**src/rtl/dragon_pkg.sv**
```systemverilog
// Shared definitions for the dragon body queue.
//   - len_upd_e : legacy 2-bit length-update code (MOVE/HEAL/HIT/IDLE).
//   - DEF_ORIENT_W / DEF_POS_W : default segment field widths.
//   - seg_w()   : packed segment width {orientation, position}.
//   - ORIENT_*  : orientation encodings carried in the upper segment bits.
package dragon_pkg;

  localparam int DEF_ORIENT_W = 2;
  localparam int DEF_POS_W    = 8;

  typedef enum logic [1:0] {
    LU_MOVE = 2'b00,
    LU_HEAL = 2'b01,
    LU_HIT  = 2'b10,
    LU_IDLE = 2'b11
  } len_upd_e;

  localparam logic [DEF_ORIENT_W-1:0] ORIENT_UP    = 2'd0;
  localparam logic [DEF_ORIENT_W-1:0] ORIENT_RIGHT = 2'd1;
  localparam logic [DEF_ORIENT_W-1:0] ORIENT_DOWN  = 2'd2;
  localparam logic [DEF_ORIENT_W-1:0] ORIENT_LEFT  = 2'd3;

  function automatic int seg_w(input int orient_w, input int pos_w);
    return orient_w + pos_w;
  endfunction

endpackage

```
**src/rtl/dragon_collide_cmp.sv**
```systemverilog
// N-way position equality against a masked vector, OR-reduced.
// Ports:
//   key  in  W        position to look for
//   vals in  N x W    candidate positions (lane i at vals[i])
//   mask in  N        lane i participates only when mask[i]=1
//   hit  out 1        any participating lane equals key
module dragon_collide_cmp #(
  parameter int N = 7,
  parameter int W = 8
) (
  input  logic [W-1:0]        key,
  input  logic [N-1:0][W-1:0] vals,
  input  logic [N-1:0]        mask,
  output logic                hit
);

  logic [N-1:0] lane_hit;

  for (genvar i = 0; i < N; i++) begin : g_lane
    assign lane_hit[i] = mask[i] && (vals[i] == key);
  end

  assign hit = |lane_hit;

endmodule

```
**src/rtl/dragon_body_queue.sv**
```systemverilog
// Dragon body: shift-register queue of MAX_SEGS trailing segments plus a
// saturating length counter that drives per-segment display enables.
// Optional self-collision detection is built when DRAGON_SELF_COLLIDE_EN
// is defined; otherwise collide is tied low.
// Ports:
//   clk, rst_n   clock, synchronous active-low reset
//   move_tick    advance queue one step (head_in -> seg 0)
//   head_in      {orientation, position} of the head
//   grow/shrink  length +1 / -1 pulses (both at once cancel)
//   segments     flat bus, segment i at slice i (0 nearest head)
//   seg_en       thermometer enables, bit i set when i < length
//   length       active segment count 0..MAX_SEGS
//   full/empty   length == MAX_SEGS / length == 0
//   underflow    1-cycle pulse on shrink at length 0
//   collide      1-cycle pulse, head hits its own body on a move
import dragon_pkg::*;

module dragon_body_queue #(
  parameter  int MAX_SEGS = 7,
  parameter  int POS_W    = DEF_POS_W,
  parameter  int ORIENT_W = DEF_ORIENT_W,
  localparam int LEN_W    = $clog2(MAX_SEGS + 1)
) (
  input  logic                                   clk,
  input  logic                                   rst_n,
  input  logic                                   move_tick,
  input  logic [ORIENT_W+POS_W-1:0]              head_in,
  input  logic                                   grow,
  input  logic                                   shrink,
  output logic [MAX_SEGS*(ORIENT_W+POS_W)-1:0]   segments,
  output logic [MAX_SEGS-1:0]                    seg_en,
  output logic [LEN_W-1:0]                       length,
  output logic                                   full,
  output logic                                   empty,
  output logic                                   underflow,
  output logic                                   collide
);

  localparam int              SEG_W   = seg_w(ORIENT_W, POS_W);
  localparam logic [LEN_W-1:0] MAX_LEN = LEN_W'(MAX_SEGS);

  logic [MAX_SEGS-1:0][SEG_W-1:0] seg_q;
  logic [LEN_W-1:0]               len_q;
  logic                           underflow_q;

  // Every slot shifts regardless of seg_en so a newly enabled tail
  // already holds the real trail position.
  always_ff @(posedge clk) begin
    if (!rst_n)         seg_q <= '0;
    else if (move_tick) seg_q <= {seg_q[MAX_SEGS-2:0], head_in};
  end

  always_ff @(posedge clk) begin
    if (!rst_n) begin
      len_q       <= '0;
      underflow_q <= 1'b0;
    end else begin
      underflow_q <= 1'b0;
      case ({grow, shrink})
        2'b10: if (len_q != MAX_LEN) len_q <= len_q + LEN_W'(1);
        2'b01: begin
          if (len_q == '0) underflow_q <= 1'b1;
          else             len_q       <= len_q - LEN_W'(1);
        end
        default: ;
      endcase
    end
  end

  for (genvar i = 0; i < MAX_SEGS; i++) begin : g_en
    assign seg_en[i] = (int'(len_q) > i);
  end

  assign segments  = seg_q;
  assign length    = len_q;
  assign full      = (len_q == MAX_LEN);
  assign empty     = (len_q == '0);
  assign underflow = underflow_q;

`ifdef DRAGON_SELF_COLLIDE_EN
  logic [MAX_SEGS-1:0][POS_W-1:0] seg_pos;
  logic [MAX_SEGS-1:0]            cmp_mask;
  logic                           hit;
  logic                           collide_q;

  // Tail (i == length-1) is excluded: it vacates on this very move.
  for (genvar i = 0; i < MAX_SEGS; i++) begin : g_cmp
    assign seg_pos[i]  = seg_q[i][POS_W-1:0];
    assign cmp_mask[i] = (int'(len_q) > i + 1);
  end

  dragon_collide_cmp #(.N(MAX_SEGS), .W(POS_W)) u_cmp (
    .key  (head_in[POS_W-1:0]),
    .vals (seg_pos),
    .mask (cmp_mask),
    .hit  (hit)
  );

  always_ff @(posedge clk) begin
    if (!rst_n) collide_q <= 1'b0;
    else        collide_q <= move_tick && hit;
  end

  assign collide = collide_q;
`else
  assign collide = 1'b0;
`endif

endmodule

```
**config.mk**
```make
export PLATFORM = sky130hd
export DESIGN_NAME = dragon_body_queue
export DESIGN_NICKNAME = d
export VERILOG_FILES = /design/src/rtl/dragon_pkg.sv /design/src/rtl/dragon_collide_cmp.sv /design/src/rtl/dragon_body_queue.sv
export SDC_FILE = /design/constraint.sdc
export NUM_CORES = 1
export LEC_CHECK = 0
export CORE_MARGIN = 2
export CORE_UTILIZATION = 49
export CTS_CLUSTER_SIZE = 28
export DETAILED_ROUTE_END_ITERATION = 12
export PLACE_DENSITY = 0.94
export SYNTH_ARGS = -nofsm -noshare
export SYNTH_HDL_FRONTEND = slang
export SYNTH_SLANG_ARGS = --single-unit
```
**constraint.sdc**
```tcl
create_clock -name clk -period 2.7 [get_ports clk]
set_input_delay 0.81 -clock clk [delete_from_list [all_inputs] [get_ports clk]]
set_output_delay 0.81 -clock clk [all_outputs]
set_load 0.1 [all_outputs]
```
* Yosys cells after proc, flatten, opt, wreduce, memory -nomap -nowiden
Cells that the tools add are included.
** Storage, ports and cells
- Register bits after elaboration :: 74
- Bits in latches :: 0
- Bits of input ports :: 15
- ROM bits :: 0
- Memories :: 0
- Output and inout port bits :: 84
- Memory bits (writable) :: 0
- Logic and storage cells :: 32
** Cells by class
- Order comparisons :: 7
- Reduce and logical (&&, ||, !) cells :: 4
- Shift operators :: 0
- Divide/modulo/power cells :: 0
- $mul :: 0
- Eq/ne operators :: 6
- Bitwise logic cells :: 0
- Add/sub/neg operators :: 2
- Mux-type cells :: 4
** Operators with widths (number)
- > comparator 3 bit (second input constant) :: 3
- > comparator 3 x 1 -> 1 bit (second input constant) :: 2
- > comparator 3 x 2 -> 1 bit (second input constant) :: 2
- two-way mux 3 bit :: 2
- one-hot mux 3 bit (2 select lines) :: 1
- inequality test 2 bit (second input constant) :: 2
- adder 3 x 1 -> 3 bit (second input constant) :: 1
- equality test 3 bit (second input constant) :: 1
- logical NOT 3 bit :: 1
- inequality test 3 bit (second input constant) :: 1
- AND reduction 3 bit :: 1
- subtractor 3 x 1 -> 3 bit (second input constant) :: 1
- equality test 2 x 1 -> 1 bit (second input constant) :: 1
- equality test 2 bit (second input constant) :: 1
- AND reduction 2 bit :: 1
- nonzero test 2 bit :: 1
- two-way mux 1 bit :: 1

* Longest topological paths before layout
Gate-level depths: netlist of run 1.
- Word-level depth :: 3
- Mapped depth :: 7
- Depth with buffers taken out :: 7

* Worst setup path before layout of run 1
Ideal clock, no wire load.
- Path type :: reg2out
- Start point :: reg len_q[2] (netlist: length[2])
- End point :: out seg_en[6]
- Setup slack :: -1.573 ns
- Cell stages (with the launch flop) :: 3
- Buffers on the path :: 0
- Required time :: 1.890 ns
- Data arrival time :: 3.463 ns
- Cell sequence :: dfxtp_1 > inv_1 > nor3_1
** On the way
- Longest elaborated chain between the ends :: 1
** RTL lines
- from (decl) :: RTL line dragon_body_queue.sv:43 : logic [LEN_W-1:0] len_q;
- from (signal assigned) :: RTL line dragon_body_queue.sv:60 : 2'b10: if (len_q != MAX_LEN) len_q <= len_q + LEN_W'(1);
- from (signal assigned) :: RTL line dragon_body_queue.sv:63 : else len_q <= len_q - LEN_W'(1);
- > comparator 3 bit :: RTL line dragon_body_queue.sv:71 : assign seg_en[i] = (int'(len_q) > i);
- to (decl) :: RTL line dragon_body_queue.sv:31 : output logic [MAX_SEGS-1:0] seg_en,
No other way between the ends.

* Worst setup path after layout of run 1
- Start point :: reg len_q[1] (netlist: length[1])
- End point :: out seg_en[0]
** On the way
- Longest elaborated chain between the ends :: 1
** RTL lines (RTL line)
- > comparator 3 x 1 -> 1 bit :: dragon_body_queue.sv:71
No other way between the ends.

==> metrics, run 1 <==
Worst EP required 1.89 ns; count of cell types in the netlist 26; static leakage 0.00189 uW; setup slack at placement 0.587 ns; Ys Warns 0; Port Buffers 97; root buffer cell clkbuf_8; pin count of the biggest net entering global routing 71; CTS Sinks 74; nets 379; row count 28; Post-Syn Area 2970 um^2; first-pass GRT wire length 9180 um; Syn Inst Count 265; core area 5890 um^2; DR pass1 iterations 4; die width 81.9 um; htree depth 3; via/cell ratio 4.87; Arrival @ worst endpoint 1.60 ns; Max Cap Viol 0; overflow left after global routing 0; Util after Layout 0.703; clock skew 0.00377 ns; status finished, final reports clean; Die Height 81.9 um; fin area 4140 um^2; r2r worst-path depth 7; worst-margin pin slew 0.517 ns; CP max FO 7; RSZ-0062 raised after global routing no; final hold viol count 0; CTS tree yes; Post-Route Hold Slack 0.522 ns; flops & latches, synth 74; Final TNS setup 0 ns; drt total wl 6130 um; final setup vio count 0; Detail Placement HPWL 4230 um; antenna violations before repair 0; hold crit path type reg2reg; PostCTS Resize Cnt 0; power density over the cells 664 nW/um^2; fin. max-slew vios 0; worst hold path stage count 2; Starting Density 0.505; cell taking the most area after synthesis dfxtp_1; post-route setup slack 0.293 ns; share of layout cells above drive strength 1 0.320; GRT Util Overall 0.180; CTS Buf Count 9; post-synth top area share 0.499; Clock Path Buffers 2; Iter 0 DRT Violations 79; Max Fclk 415 MHz; vias in the first global route 2015; number of nets with antenna violations after routing 0; post-synth net total 286; Worst setup SP type register; Critical Path End Type output port; die area 6700 um^2; fill count 445; normalized max-slew margin 0.656; ant diodes 0; Top-Level Pins 99; Final min period 2.41 ns; worst vdd ir 425 uV; crit path kind reg2out; dpl cell area 3900 um^2; DRC violations left 0; number of post-CTS setup repair buffers 0; Layout area overhead 39.2%; Reg clk slew, reported paths 0.07 ns; RD Place Congestion 0.764; syn avg cell area 11.2 um^2; via count 2128; ranking of synthesized cells by area dfxtp_1, mux2i_1, nor2b_1; Seq/Total Area, Yosys 0.499; routed length per placed instance 14.0 um; Skew-Pair Late Insertion Delay 0.33 ns; cts hold-fix bufs 0; final worst path period share 0.892
==> Yosys cell counts, drive strengths merged <==
cell    count
a21oi       2
nand2b      1
mux2i      70
nor2b      71
o211a       1
inv         4
nor2        3
and2        1
ha          6
conb        1
a21o        2
dfxtp      74
buf         9
and3        2
clkbuf      8
o21ai       2
nand2       2
and2b       1
nor3b       1
a21boi      1
nor3        1
xnor2       2
==> per-layer routing <==
layer	GRT usage	wire (um)	vias up
met5	0	0	-
met4	0.0517	53	0
met3	0.0681	324	4
met2	0.333	3350	52
met1	0.188	2400	1020
li1	-	-	1052
==> report_power, final <==
part,leakage [uW],total (uW),switching (uW),internal [uW]
registers,0.000601,1140,24.6,1120
clock network,0.000116,993,384,609
logic,0.00117,612,422,190
total,0.00189,2750,831,1920
==> final cells by class <==
type                       instances  area [um^2]  area share
inverter                           4         21.3     0.00514
tap                               75         93.8      0.0227
sequential                        74         1490       0.360
clock buffer                      10          128      0.0309
timing repair buffer              99          871       0.211
clock inverter                     5          104      0.0251
multi-input combinational        170         1430       0.345
==> metrics by stage <==
stage	power, uW	cells
after floorplan	1630	265
after global routing	2840	437
after global placement	1770	422
after CTS	2770	437
final	2750	437
after detailed placement	1780	422
==> sequential cells by signal (all words and copies together) (netlist names) <==
register   count
segments      70
length         3
underflow      1
==> cell usage in the layout, fill, tap and decap left out, types with 2 or more instances in the layout <==
| cell | count |
|---|---|
| nor2_4 | 2 |
| buf_12 | 8 |
| dfxtp_4 | 2 |
| ha_1 | 6 |
| clkdlybuf4s50_1 | 12 |
| bufinv_16 | 3 |
| buf_4 | 78 |
| clkbuf_8 | 9 |
| and3_1 | 2 |
| mux2i_1 | 70 |
| dfxtp_1 | 71 |
| nand2_1 | 2 |
| nor2b_1 | 70 |
| xnor2_1 | 2 |
==> worst paths after layout <==
kind / start / endpoint / slack [ns]
min: segments[65] / segments[65] / 0.52
min reg2reg: segments[65] / segments[65] / 0.52
max: length[1] / seg_en[0] / 0.29
max reg2reg: length[1] / length[0] / 1.08
==> critical path, cell delays in order, from the launching register on <==
cell and delay, ns:
dfxtp_4 0.39, clkinvlp_4 0.23, ha_1 0.27, nor2b_4 0.15
inv_4 0.06, buf_12 0.16
==> logic make-up after synthesis <==
logic type                 Yosys count  synth area share
and+or+nand+nor                     83             0.174
xor gates and xnor gates             2           0.00590
buffers and inverters               21            0.0371
adders and majority gates            6            0.0253
other                                1           0.00126
AOI/OAI and AO/OA                    8            0.0215
muxes                               70             0.236
DFF                                 74             0.499
Note: power is estimated with default switching activity, not from simulation.
==> inputs of run 2 (changes only) <==
ABC_CLOCK_PERIOD_IN_PS = 2700   (was not set)
CORE_UTILIZATION = 45   (was 49)
PLACE_DENSITY = 0.88   (was 0.94)
==> run 2 against run 1 <==
Global-route usage shrank 1.7 points; critical endpoint unchanged; die area grew 8.4%; sequential power about the same; worst setup slack better by 0.014 ns; critical path type unchanged; largest cell class unchanged; clock-buffer cell count rose by 1.
==> metrics, run 2 (synthesis gave the netlist of run 1 again) <==
status finished, final reports clean; r2r worst-path depth 7 (unchanged); routed length per placed instance 13.2 um (-5.6%); Max Cap Viol 0 (unchanged); Skew-Pair Late Insertion Delay 0.33 ns (about the same); worst vdd ir 441 uV (+3.8%); CP max FO 7 (unchanged); static leakage 0.00188 uW (-0.27%); number of nets with antenna violations after routing 0 (unchanged); Port Buffers 97 (unchanged); Worst EP required 1.89 ns (about the same); setup slack at placement 0.588 ns (+0.00111 ns); final worst path period share 0.886 (-0.00517); fin area 4120 um^2 (-0.39%); number of post-CTS setup repair buffers 0 (unchanged); Reg clk slew, reported paths 0.07 ns (about the same); Clock Path Buffers 2 (unchanged); Seq. cell area 1490 um^2 (unchanged); GRT Util Overall 0.163 (-0.0170); DRC violations left 0 (unchanged); via count 2068 (-2.8%); CTS tree yes; post-route setup slack 0.307 ns (+0.0140 ns); die area 7270 um^2 (+8.4%); overflow left after global routing 0 (unchanged); dpl cell area 3890 um^2 (-0.26%); Layout area overhead 38.7%; root buffer cell clkbuf_8; PostCTS Resize Cnt 0 (unchanged); Largest register FFs 70 (unchanged); Final min period 2.39 ns (-0.0140 ns); share of layout cells above drive strength 1 0.323 (+0.00276); fin. max-slew vios 0 (unchanged); most common cell after layout, fill and taps aside buf_4; crit path kind reg2out; Arrival @ worst endpoint 1.58 ns (-0.02 ns); cts hold-fix bufs 0 (unchanged); Detail Placement HPWL 3960 um (-6.3%); RD Place Congestion 0.686 (-10%); htree depth 3 (unchanged); Critical Path End Type output port; Die Height 85.2 um (+4.1%); area occupied by multi-input gates 1430 um^2 (unchanged); worst hold path stage count 2 (unchanged); first-pass GRT wire length 9570 um (+4.3%); via/cell ratio 4.71 (-3.3%); Final TNS setup 0 ns (unchanged); clock skew 0.00499 ns (+0.00122 ns); drt total wl 5810 um (-5.2%); most frequent cells in the layout buf_4, dfxtp_1, mux2i_1, nor2b_1, clkdlybuf4s50_1; pin count of the biggest net entering global routing 75 (+5.6%); Starting Density 0.468 (-0.0369); worst-margin pin slew 0.581 ns (+0.0641 ns); final setup vio count 0 (unchanged); power density over the cells 654 nW/um^2 (-1.5%); Top-Level Pins 99 (unchanged); Util after Layout 0.649 (-0.0539); DR pass1 iterations 4 (unchanged); normalized max-slew margin 0.613 (-0.0427); vias in the first global route 1989 (-1.3%); core area 6350 um^2 (+7.9%); row count 29 (+3.6%); nets 379 (unchanged); final hold viol count 0 (unchanged); RSZ-0062 raised after global routing no; CTS Sinks 74 (unchanged); fill count 506 (+14%); CTS Buf Count 9 (unchanged); Iter 0 DRT Violations 64 (-19%); antenna violations before repair 0 (unchanged); Worst setup SP type register; hold crit path type reg2reg; Max Fclk 418 MHz (+0.58%); ant diodes 0 (unchanged); die width 85.2 um (+4.1%)
run 2: cell types whose count changed in the layout (fill, tap and decap cells not counted), sizes merged:
| cell | before | now |
|---|---|---|
| inv | 3 | 4 |
| clkinv | 2 | 1 |
| clkbuf | 10 | 11 |
| bufinv | 3 | 2 |
run 2: final timing paths:
path | end | slack [ns] | start
min reg2reg | segments[67] | 0.52 | segments[67]
max | seg_en[0] | 0.31 | length[1]
min | segments[67] | 0.52 | segments[67]
max reg2reg | length[0] | 1.09 | length[1]
run 2: metrics by stage:
step	cells	hold WS [ns]	power, uW
detailed placement	424	0.505	1780
global placement	424	0.498	1770
global route	439	0.554	2800
finish	439	0.520	2690
CTS	439	0.527	2730
floorplan	265	0.732	1630
run 2: per-layer routing:
layer  track usage  wire length [um]
met4        0.0736                92
met1         0.208              2690
met3        0.0525               437
met5             0                 0
met2         0.251              2590
run 2: final cells by class:
class,count,area share
Sequential cell,74,0.362
Tap cell,77,0.0234
Inverter,4,0.00516
Clock inverter,4,0.0179
Multi-Input combinational cell,170,0.347
Clock buffer,11,0.0368
Timing Repair Buffer,99,0.208
run 2: worst max-delay path, cell delays in order (launching register included):
cell and delay (ns):
dfxtp_4 0.39, clkinvlp_4 0.23, ha_1 0.26, nor2b_4 0.14
inv_4 0.06, buf_12 0.16
run 2: where the power goes:
| group | internal (uW) | switching (uW) | total [uW] |
|---|---|---|---|
| Sequential | 1120 | 24.4 | 1140 |
| Combinational | 187 | 421 | 608 |
| Clock | 568 | 377 | 944 |
| Total | 1870 | 822 | 2690 |
==> RTL edit, RTL diff (config.mk and constraints of run 1) <==
The option `DRAGON_SELF_COLLIDE_EN` is turned on by a define.
--- a/src/rtl/dragon_body_queue.sv
+++ b/src/rtl/dragon_body_queue.sv
@@ -15,2 +15,4 @@
 //   collide      1-cycle pulse, head hits its own body on a move
+`define DRAGON_SELF_COLLIDE_EN
+
 import dragon_pkg::*;
Formal check against the unedited RTL: not equivalent (a bounded check fails within 4 cycles, from zero or initial values and one cycle with rst_n low).
==> RTL edit against run 1 <==
Setup slack better by 0.032 ns; cell count grew 23%; design area grew 16%; routed wire length up 40%; synthesized area grew 22%; fmax rose by 1.3%; sequential cell count up 1; power up 1.1%; critical path type unchanged; highest routed layer unchanged.
==> RTL edit: results (changes against run 1) <==
INFO  metric global_route.usage.met2 = 35.7% (was 33.3%)
INFO  metric post_dp_cell_area = 4580 um2 (was 3900 um2)
INFO  metric final_layout_size_suffix_gt1_share = 28.4% (was 32.0%)
INFO  metric complex_gate_fraction_of_the_synthesized_area = 2.18% (was 2.15%)
INFO  metric route.layer.met1.wl = 3.81 mm (was 2.40 mm)
INFO  metric synth_cell_type_count = 30 (was 26)
INFO  metric num_vias = 2705 (was 2128)
INFO  metric postRouteWirelength = 8.60 mm (was 6.13 mm)
INFO  metric grtUsageTotal = 21.4% (was 18.0%)
INFO  metric post-place-cells = 520 (was 422)
INFO  metric yosys-top-cells-area = sky130_fd_sc_hd__dfxtp_1 42%, sky130_fd_sc_hd__mux2i_1 19%, sky130_fd_sc_hd__nor2b_1 13%, sky130_fd_sc_hd__xor2_1 8.7%, sky130_fd_sc_hd__xnor2_1 2.9% (was sky130_fd_sc_hd__dfxtp_1 50%, sky130_fd_sc_hd__mux2i_1 24%, sky130_fd_sc_hd__nor2b_1 15%, sky130_fd_sc_hd__ha_1 2.5%, sky130_fd_sc_hd__buf_4 2.0%)
INFO  metric run_status = complete, no violations (unchanged)
INFO  metric place_ws = 0.218 ns (was 0.587 ns)
INFO  metric yosys-mux-area-fraction = 19.4% (was 23.6%)
INFO  metric first_global_vias = 2642 (was 2015)
INFO  metric synth_sequential_area_ratio = 41.5% (was 49.9%)
INFO  metric irDropWorstVdd = 0.000333 V (was 0.000425 V)
INFO  metric portBuffers = 98 (was 97)
INFO  metric gr-usage-met1 = 27.1% (was 18.8%)
INFO  metric critical_path.max_fanout = 8 (was 7)
INFO  metric ranking_of_synthesized_cells_by_instance_count = 75 x sky130_fd_sc_hd__dfxtp_1, 73 x sky130_fd_sc_hd__nor2b_1, 70 x sky130_fd_sc_hd__mux2i_1 (was 74 x sky130_fd_sc_hd__dfxtp_1, 70 x sky130_fd_sc_hd__mux2i_1, 70 x sky130_fd_sc_hd__nor2b_1)
INFO  metric worstSkewPairLatency = 0.35 ns (was 0.33 ns)
INFO  metric synth_fp_nets = 365 (was 286)
INFO  metric max_slew.worst_pin.slew = 0.617 ns (was 0.517 ns)
INFO  metric static-leakage-power = 2.20 nW (was 1.89 nW)
INFO  metric grt_max_degree = 41 (was 71)
INFO  metric wl_met3 = 462 um (was 324 um)
==> RTL edit: worst paths after layout <==
kind	slack, ns	from	cells after the start	to
worst max-delay path	0.32	length[1]	4	seg_en[1]
worst min-delay path	0.52	segments[69]	2	segments[69]
worst max register to register	1.04	length[0]	7	length[2]
worst min register to register	0.52	segments[69]	2	segments[69]
==> RTL edit: where the power goes <==
part	leakage, nW	total, mW	internal, mW	switching [mW]
Combinational	1.48	0.702	0.228	0.473
Sequential	0.609	1.17	1.13	0.0395
Clock	0.108	0.905	0.481	0.424
==> RTL edit: layout make-up <==
cell class              instances  area [um2]  share of cell area [%]
inverters                       5        32.5                   0.679
clock inverters                 6        61.3                    1.28
repair buffers                102         918                    19.2
well taps                      99         124                    2.59
flip-flops and latches         75        1510                    31.5
multi-input cells             239        1990                    41.6
clock buffers                  10         149                    3.11
